`config.mk`:
```
export PLATFORM = sky130hd
export DESIGN_NAME = seq_adder
export DESIGN_NICKNAME = d
export VERILOG_FILES = /design/src/rtl/seq_adder_pkg.sv /design/src/rtl/seq_adder_digit_adder.sv /design/src/rtl/seq_adder.sv
export SDC_FILE = /design/constraint.sdc
export NUM_CORES = 1
export LEC_CHECK = 0
export ABC_AREA = 0
export CAP_MARGIN = 20
export CELL_PAD_IN_SITES_DETAIL_PLACEMENT = 1
export CELL_PAD_IN_SITES_GLOBAL_PLACEMENT = 1
export CORE_MARGIN = 1.5
export CORE_UTILIZATION = 45
export CTS_BUF_LIST = sky130_fd_sc_hd__clkbuf_8
export DETAILED_ROUTE_END_ITERATION = 10
export GPL_ROUTABILITY_DRIVEN = 1
export PLACE_DENSITY_LB_ADDON = 0.12
export SYNTH_ARGS = -nofsm -noshare
export SYNTH_HDL_FRONTEND = slang
export SYNTH_SLANG_ARGS = --single-unit
```
`constraint.sdc`:
```
create_clock -name clk -period 9 [get_ports clk]
set_input_delay 1.8 -clock clk [delete_from_list [all_inputs] [get_ports clk]]
set_output_delay 1.8 -clock clk [all_outputs]
set_load 0.01 [all_outputs]
```
`src/rtl/seq_adder_pkg.sv`:
```
// seq_adder_pkg: shared types and helpers for the digit-serial adder.
//   state_e        FSM state encoding (IDLE / RUN / DONE)
//   cnt_width()    width of the digit counter, never less than 1 bit
package seq_adder_pkg;

    typedef enum logic [1:0] {
        ST_IDLE = 2'd0,
        ST_RUN  = 2'd1,
        ST_DONE = 2'd2
    } state_e;

    // A single-digit configuration still needs a 1-bit counter to exist.
    function automatic int cnt_width(input int ndig);
        return (ndig > 1) ? $clog2(ndig) : 1;
    endfunction

endpackage

```
`src/rtl/seq_adder_digit_adder.sv`:
```
// digit_adder: combinational DIGIT-bit ripple chain of full-adder cells.
//   a_i, b_i   DIGIT-bit operand digits
//   c_i        carry into bit 0
//   s_o        DIGIT-bit sum digit
//   c_out_o    carry out of the top bit
//   c_msb_o    carry into the top bit (XOR with c_out_o gives signed overflow)
module digit_adder #(
    parameter int DIGIT = 4
) (
    input  logic [DIGIT-1:0] a_i,
    input  logic [DIGIT-1:0] b_i,
    input  logic             c_i,
    output logic [DIGIT-1:0] s_o,
    output logic             c_out_o,
    output logic             c_msb_o
);

    logic [DIGIT:0] c;

    assign c[0] = c_i;

    for (genvar i = 0; i < DIGIT; i++) begin : g_fa
        assign s_o[i]   = a_i[i] ^ b_i[i] ^ c[i];
        assign c[i+1]   = (a_i[i] & b_i[i]) | (c[i] & (a_i[i] ^ b_i[i]));
    end

    assign c_out_o = c[DIGIT];
    assign c_msb_o = c[DIGIT-1];

endmodule

```
`src/rtl/seq_adder.sv`:
```
// seq_adder: multi-cycle two's-complement adder/subtractor, DIGIT bits per clock.
//   clk, rst                 clock, asynchronous active-high reset
//   start_valid/start_ready  operand handshake (a, b, cin, sub sampled on acceptance)
//   a, b                     WIDTH-bit operands
//   cin                      carry-in (add) / borrow-in (sub)
//   sub                      0: a+b+cin, 1: a-b-cin
//   sum, cout, ovf           registered result, carry/not-borrow, signed overflow
//   done_valid/done_ready    result handshake; result held until accepted
module seq_adder
    import seq_adder_pkg::*;
#(
    parameter int WIDTH = 16,
    parameter int DIGIT = 4
) (
    input  logic             clk,
    input  logic             rst,
    input  logic             start_valid,
    output logic             start_ready,
    input  logic [WIDTH-1:0] a,
    input  logic [WIDTH-1:0] b,
    input  logic             cin,
    input  logic             sub,
    output logic [WIDTH-1:0] sum,
    output logic             cout,
    output logic             ovf,
    output logic             done_valid,
    input  logic             done_ready
);

    localparam int NDIG  = WIDTH / DIGIT;
    localparam int CNT_W = cnt_width(NDIG);
    localparam logic [CNT_W-1:0] CNT_LAST = CNT_W'(NDIG - 1);

    if ((WIDTH < 2) || (DIGIT < 1) || ((WIDTH % DIGIT) != 0)) begin : g_bad_cfg
        $error("seq_adder: DIGIT must divide WIDTH and WIDTH must be >= 2");
    end

    state_e           state_q;
    logic [WIDTH-1:0] a_q, b_q;
    logic [WIDTH-1:0] sum_q;
    logic [CNT_W-1:0] cnt_q;
    logic             carry_q, cout_q, ovf_q, done_valid_q;

    logic [DIGIT-1:0] a_dig, b_dig, s_dig;
    logic             c_out, c_msb;

    assign a_dig = a_q[cnt_q*DIGIT +: DIGIT];
    assign b_dig = b_q[cnt_q*DIGIT +: DIGIT];

    digit_adder #(.DIGIT(DIGIT)) u_dig (
        .a_i     (a_dig),
        .b_i     (b_dig),
        .c_i     (carry_q),
        .s_o     (s_dig),
        .c_out_o (c_out),
        .c_msb_o (c_msb)
    );

    always_ff @(posedge clk or posedge rst) begin
        if (rst) begin
            state_q      <= ST_IDLE;
            a_q          <= '0;
            b_q          <= '0;
            sum_q        <= '0;
            cnt_q        <= '0;
            carry_q      <= 1'b0;
            cout_q       <= 1'b0;
            ovf_q        <= 1'b0;
            done_valid_q <= 1'b0;
        end else begin
            unique case (state_q)
                ST_IDLE: begin
                    if (start_valid) begin
                        // Subtraction as a + ~b + 1; borrow-in folds into the same carry.
                        a_q     <= a;
                        b_q     <= b ^ {WIDTH{sub}};
                        carry_q <= cin ^ sub;
                        cnt_q   <= '0;
                        state_q <= ST_RUN;
                    end
                end
                ST_RUN: begin
                    sum_q[cnt_q*DIGIT +: DIGIT] <= s_dig;
                    carry_q <= c_out;
                    cnt_q   <= cnt_q + 1'b1;
                    if (cnt_q == CNT_LAST) begin
                        cout_q       <= c_out;
                        ovf_q        <= c_msb ^ c_out;
                        done_valid_q <= 1'b1;
                        state_q      <= ST_DONE;
                    end
                end
                ST_DONE: begin
                    if (done_ready) begin
                        done_valid_q <= 1'b0;
                        state_q      <= ST_IDLE;
                    end
                end
                default: begin
                    done_valid_q <= 1'b0;
                    state_q      <= ST_IDLE;
                end
            endcase
        end
    end

    assign start_ready = (state_q == ST_IDLE);
    assign sum         = sum_q;
    assign cout        = cout_q;
    assign ovf         = ovf_q;
    assign done_valid  = done_valid_q;

endmodule

```
-- Yosys cells after proc, flatten, opt, wreduce, memory -nomap -nowiden
Cells that the tools add are included.
- $add $sub $neg: 2
- multiply operators: 0
- div/mod/pow operators: 0
- $lt $le $gt $ge: 0
- eq/ne operators: 6
- shift-type cells: 4
- muxes and demuxes: 12
- bitwise logic cells: 24
- reduce and logical (&&, ||, !) cells: 7
- operator list (kind ; number):
    negation 4 -> 34 bit ; 1
    variable shift 4 x 34 -> 16 bit (first input constant) ; 1
    indexed part select 4 x 34 -> 16 bit ; 1
    indexed part select 16 x 5 -> 4 bit ; 2
    bitwise mux 16 bit ; 1
    bitwise XOR 16 bit ; 1
    bitwise XOR 1 bit ; 10
    bitwise AND 1 bit ; 8
    2-to-1 mux 2 bit ; 4
    inequality test 2 bit (second input constant) ; 3
    one-hot mux 2 bit (3 select lines) ; 1
    AND reduction 2 bit ; 3
    AND reduction 3 bit ; 2
    equality test 2 bit (second input constant) ; 2
    OR 1 bit ; 4
    one-hot mux 2 bit (2 select lines) ; 1
    2-to-1 mux 1 bit ; 3
    one-hot mux 1 bit (3 select lines) ; 1
    adder 2 x 1 -> 2 bit (second input constant) ; 1
    equality test 2 x 1 -> 1 bit (second input constant) ; 1
    logical NOT 2 bit ; 1
    one-hot mux 1 bit (2 select lines) ; 1
    nonzero test 2 bit ; 1
    NOT 1 bit ; 1
- bits in registers: 56
- bits in latches: 0
- RAM bits: 0
- memory bits (read-only): 0
- output and inout port bits: 20
- word-level logic and storage cells: 64
- memories kept: 0

-- Depth between registers and ports, before layout
- depth in word-level cells: 11
- gate-level depth with buffers: 11
- gate-level depth less buffers: 9

-- By module
From an unflattened synthesis, not the netlist that was laid out.
- cells, all modules: 224
- area, all modules: 2757.6 um^2
- by module, submodules not included (module ; instances ; cells each ; area each (um^2) ; seq. area each (um^2)):
    seq_adder ; 1 ; 212 ; 2647.5 ; 1401.3
    digit_adder ; 1 ; 12 ; 110.1 ; 0.0

-- Least setup slack after synthesis
Ideal clock, no wire load.
- path kind: register to register
- from: reg cnt_q[0]
- to: reg sum_q[7], in the netlist sum[7]
- arrival time: 3.035 ns
- data required time: 8.875 ns
- slack: 5.840 ns
- stages on the path, launching flop included: 12
- path buffers: 2
- path through: dfrtp_1 -> buf_4 -> buf_2 -> mux4_2 -> fa_1 -> inv_1 -> fa_1 -> fa_1 -> inv_1 -> fa_1 -> and4b_1 -> mux2_2
- longest elaborated chain between the ends: 11
- elaborated cells between the ends (all ways): 23
- ends and longest elaborated chain (what ; RTL line ; RTL):
    start: declaration ; seq_adder.sv:41 ; logic [CNT_W-1:0] cnt_q;
    start signal: assignment ; seq_adder.sv:85 ; cnt_q <= cnt_q + 1'b1;
    indexed part select 16 x 5 -> 4 bit (on tied branches) ; seq_adder.sv:47, seq_adder.sv:48 ;
    bitwise XOR 1 bit ; seq_adder_digit_adder.sv:23, seq_adder_digit_adder.sv:24 ;
    bitwise AND 1 bit ; seq_adder_digit_adder.sv:24 ; assign c[i+1] = (a_i[i] & b_i[i]) | (c[i] & (a_i[i] ^ b_i[i]));
    OR 1 bit ; seq_adder_digit_adder.sv:24 ;
    bitwise AND 1 bit ; seq_adder_digit_adder.sv:24 ;
    OR 1 bit ; seq_adder_digit_adder.sv:24 ;
    bitwise AND 1 bit ; seq_adder_digit_adder.sv:24 ;
    OR 1 bit ; seq_adder_digit_adder.sv:24 ;
    bitwise XOR 1 bit ; seq_adder_digit_adder.sv:23 ; assign s_o[i] = a_i[i] ^ b_i[i] ^ c[i];
    indexed part select 4 x 34 -> 16 bit ; seq_adder.sv:83 ; sum_q[cnt_q*DIGIT +: DIGIT] <= s_dig;
    bitwise mux 16 bit * ; seq_adder.sv:83 ;
    end signal: indexed assignment ; seq_adder.sv:83 ;
    end: declaration ; seq_adder.sv:40 ; logic [WIDTH-1:0] sum_q;
Every way passes the cells marked *; elsewhere a longest branch is shown, timed or not.
A chain may end at the register's enable or synchronous reset.

-- Worst setup path in the final report
- from: reg cnt_q[0]
- to: reg sum_q[3], in the netlist sum[3]
The elaborated chain is that of the path after synthesis.

==> key figures <==
Floorplan
  • Die area: 6910 um^2
  • Die Y: 83.13 um
  • # IOs: 58
  • Initial core utilization: 46.02%
  • Core Area: 6277 um^2
  • Chip width: 83.13 um
  • Num rows: 29

Timing
  • Tcrit/Tclk final: 40.11%
  • Relative slew slack: 38.13%
  • Final Setup Violations: 0
  • Worst Tran Pin Value: a little over 0.9 ns
  • Setup TNS: 0 ns
  • F_max: 277.0 MHz
  • Final critical-path required period: 3.610 ns
  • Worst setup slack after layout: between 5 and 6 ns
  • Final Skew: between 0.008 and 0.009 ns
  • Final Slew Violations: 0
  • RSZ-0062 raised after global routing: no
  • Hold Vio Cnt, Final: 0
  • Hold WS: between 0.5 and 0.6 ns

CTS
  • Post_cts resized: 0
  • Root Driver: clkbuf_8
  • Later-pin clock latency in the skew report: ~0.31 ns
  • H-Tree Depth: 2
  • CTS Buf Count: 5
  • Post-CTS Setup Inserts: 0
  • Worst-path clk slew: 0.10 ns
  • CTS sink cnt: 56
  • CTS max path bufs: 2
  • TritonCTS clock tree: done
  • Cts hold-fix bufs: 0

Setup path
  • Depth of the most critical reg-to-reg path: 10
  • R2R Path Start: cnt_q[0]
  • CP Data Required Time: 9.25 ns
  • Crit path DAT: about 3.9 ns
  • Crit Path Class: reg2reg
  • R2R Setup Slk: roughly 5.4 ns
  • FF-to-FF End: sum[3]
  • CP Capture Type: register
  • Worst setup SP type: register
  • CP Max Fanout: 21

Synth
  • Cell count after synthesis: 200
  • Post-synth EDFFs: 0
  • Syn nets: 248
  • Synth Area in Adders: about 5.4%
  • Largest family of logic cells by synthesized area: multiplexers
  • Post-synth ARST share: 100.0%
  • Multiplexer share of the synthesized area: 26.12%
  • Synth Warn #: 0
  • Number of distinct library cells after synthesis: 27
  • FF+latch count, synth: 56
  • Synthesized area: 2889 um^2
  • Xor-xnor portion of the synthesized cell area: under 10%
  • Ys flop type: dfrtp_1
  • Compound-cell area share of the yosys netlist: 1.862%
  • Simple-Gate Fraction of Synth Area: 8.315%
  • Register area share after synthesis: 48.51%
  • Synthesized area per cell: 14.45 um^2

Finish
  • Core Util, Final: 57.15%
  • Ant. Diodes: 0
  • Fin area: 3587 um^2
  • Share of cells above drive strength 1: 27.06%
  • NumNets Final: 302
  • Non-filler cells, final: around 330
  • P&R area growth vs syn: 24.17%

Min path
  • Worst hold path type: reg2reg
  • Hold depth: 1
  • Worst Min Path Start: a_q[5]
  • Hold Path End: a_q[5]

Placement
  • Placed instance area: approximately 3500 um^2
  • Setup WS pre-CTS: 5.377 ns
  • Post-DP HPWL: 4.245 mm
  • Port-buffer cells: 57
  • Placer Congestion: between 0.7 and 0.8
  • Placed cells: around 320

Drt
  • DR iter-0 viols: 64
  • Post-route ant nets: 0
  • Via count: 1760
  • Drt wl/cell: about 17 um
  • DR DRC count: 0
  • Pre-Repair DR Iteration Count: 4
  • Via density: 5.301
  • Routed WL: around 5.6 mm

Global routing
  • Antenna violations before repair: 0
  • Largest net degree at the start of global routing: 57
  • Gr ovfl total: 0
  • Overall routing resource usage: between 10% and 20%
  • First-pass GRT wire length: 9.756 mm
  • Via count of the first global-routing pass: ~1900

Power and ir drop
  • Total power: approximately 1.3 mW
  • PwrDens: 370.0 nW/um^2
  • Worst VDD drop: 0.1365 mV
  • Leakage power: 1.541 nW

Status
  • Status: finished, final reports clean

Flow run
  • Maxcap violations: 0
flip-flops by register name, indices dropped and copies added (netlist names):
name and cells:
a_q 16, b_q 16, carry_q 1, cnt_q 2, cout 1, done_valid 1, ovf 1, state_q 2
sum 16
worst max path at each step:
| stage | startpoint | to | slack, ns |
|---|---|---|---|
| finish | cnt_q[0] | sum[3] | 5.39 |
| global route | cnt_q[0] | sum[3] | 5.13 |
| CTS | cnt_q[0] | sum[3] | 5.32 |
| detailed placement | cnt_q[0] | sum[3] | 5.38 |
| global placement | sub | carry_q | 5.46 |
| floorplan | rst | a_q[0] | 5.83 |
layout by cell type, fill, tap and decap left out:
cell type        instances
and3b_1                  5
nor2b_1                  1
nor2_1                   1
o21bai_1                 1
mux4_2                   8
clkdlybuf4s50_1         57
mux2_2                  49
xor2_1                  17
dfrtp_1                 56
clkinvlp_4               1
xnor2_1                  1
a221o_1                  1
mux2_1                   2
nand3b_1                 2
fa_1                     4
ha_1                     6
nor3b_4                  1
o21ai_0                  1
a21o_1                   1
buf_4                    3
o31ai_1                  2
and4b_1                  2
a22o_1                   1
nor4bb_1                 8
inv_1                   11
clkbuf_8                 6
nor4b_1                  6
inv_2                    1
power by group:
part           internal [mW]  total (mW)  switching [mW]
registers              0.369       0.461          0.0916
logic                  0.413       0.723           0.310
clock network         0.0617       0.143          0.0816
kinds of logic after synthesis:
family,after synthesis
AO/OA/AOI/OAI,7
XOR/XNOR,18
adder cells (fa/ha/maj),10
buffers and inverters,24
flip-flops,56
multiplexers,59
AND/OR/NAND/NOR,26
cell type report:
cell class	count	area, um^2
clock buffer	6	82.58
clock inverter	2	11.26
fill	635	2690
inverter	11	41.29
multi-input combinational	120	1361
sequential	56	1401
tap	77	96.34
timing repair buffer	60	593.1
Yosys cell counts, types with 3 or more instances:
master / number / share of area, %
and3b_1: 5 / 1.5
ha_1: 6 / 2.6
nor4b_1: 6 / 1.8
fa_1: 4 / 2.8
buf_6: 3 / 1.2
mux2_2: 49 / 19
inv_1: 11 / 1.4
dfrtp_1: 56 / 49
buf_2: 8 / 1.4
nor4bb_1: 8 / 2.8
xor2_1: 17 / 5.2
mux4_2: 8 / 6.2
worst max-delay path, cell delays in order, from the launching register on:
cell      delay, ns
dfrtp_1        0.66
buf_4          0.32
mux4_2         0.55
fa_1           0.40
inv_1          0.07
fa_1           0.18
fa_1           0.22
inv_1          0.07
fa_1           0.53
nor4bb_1       0.33
mux2_2         0.21
routing by layer:
metal  GRT usage [%]  wire length [um]  vias to the layer above
li1                -                 -                      817
met1           23.14              2446                      896
met3           3.082               156                        7
met5               0                 0                        -
met2           31.04              2936                       40
met4           5.152                87                        0
Power figures use the tool's default switching activity.
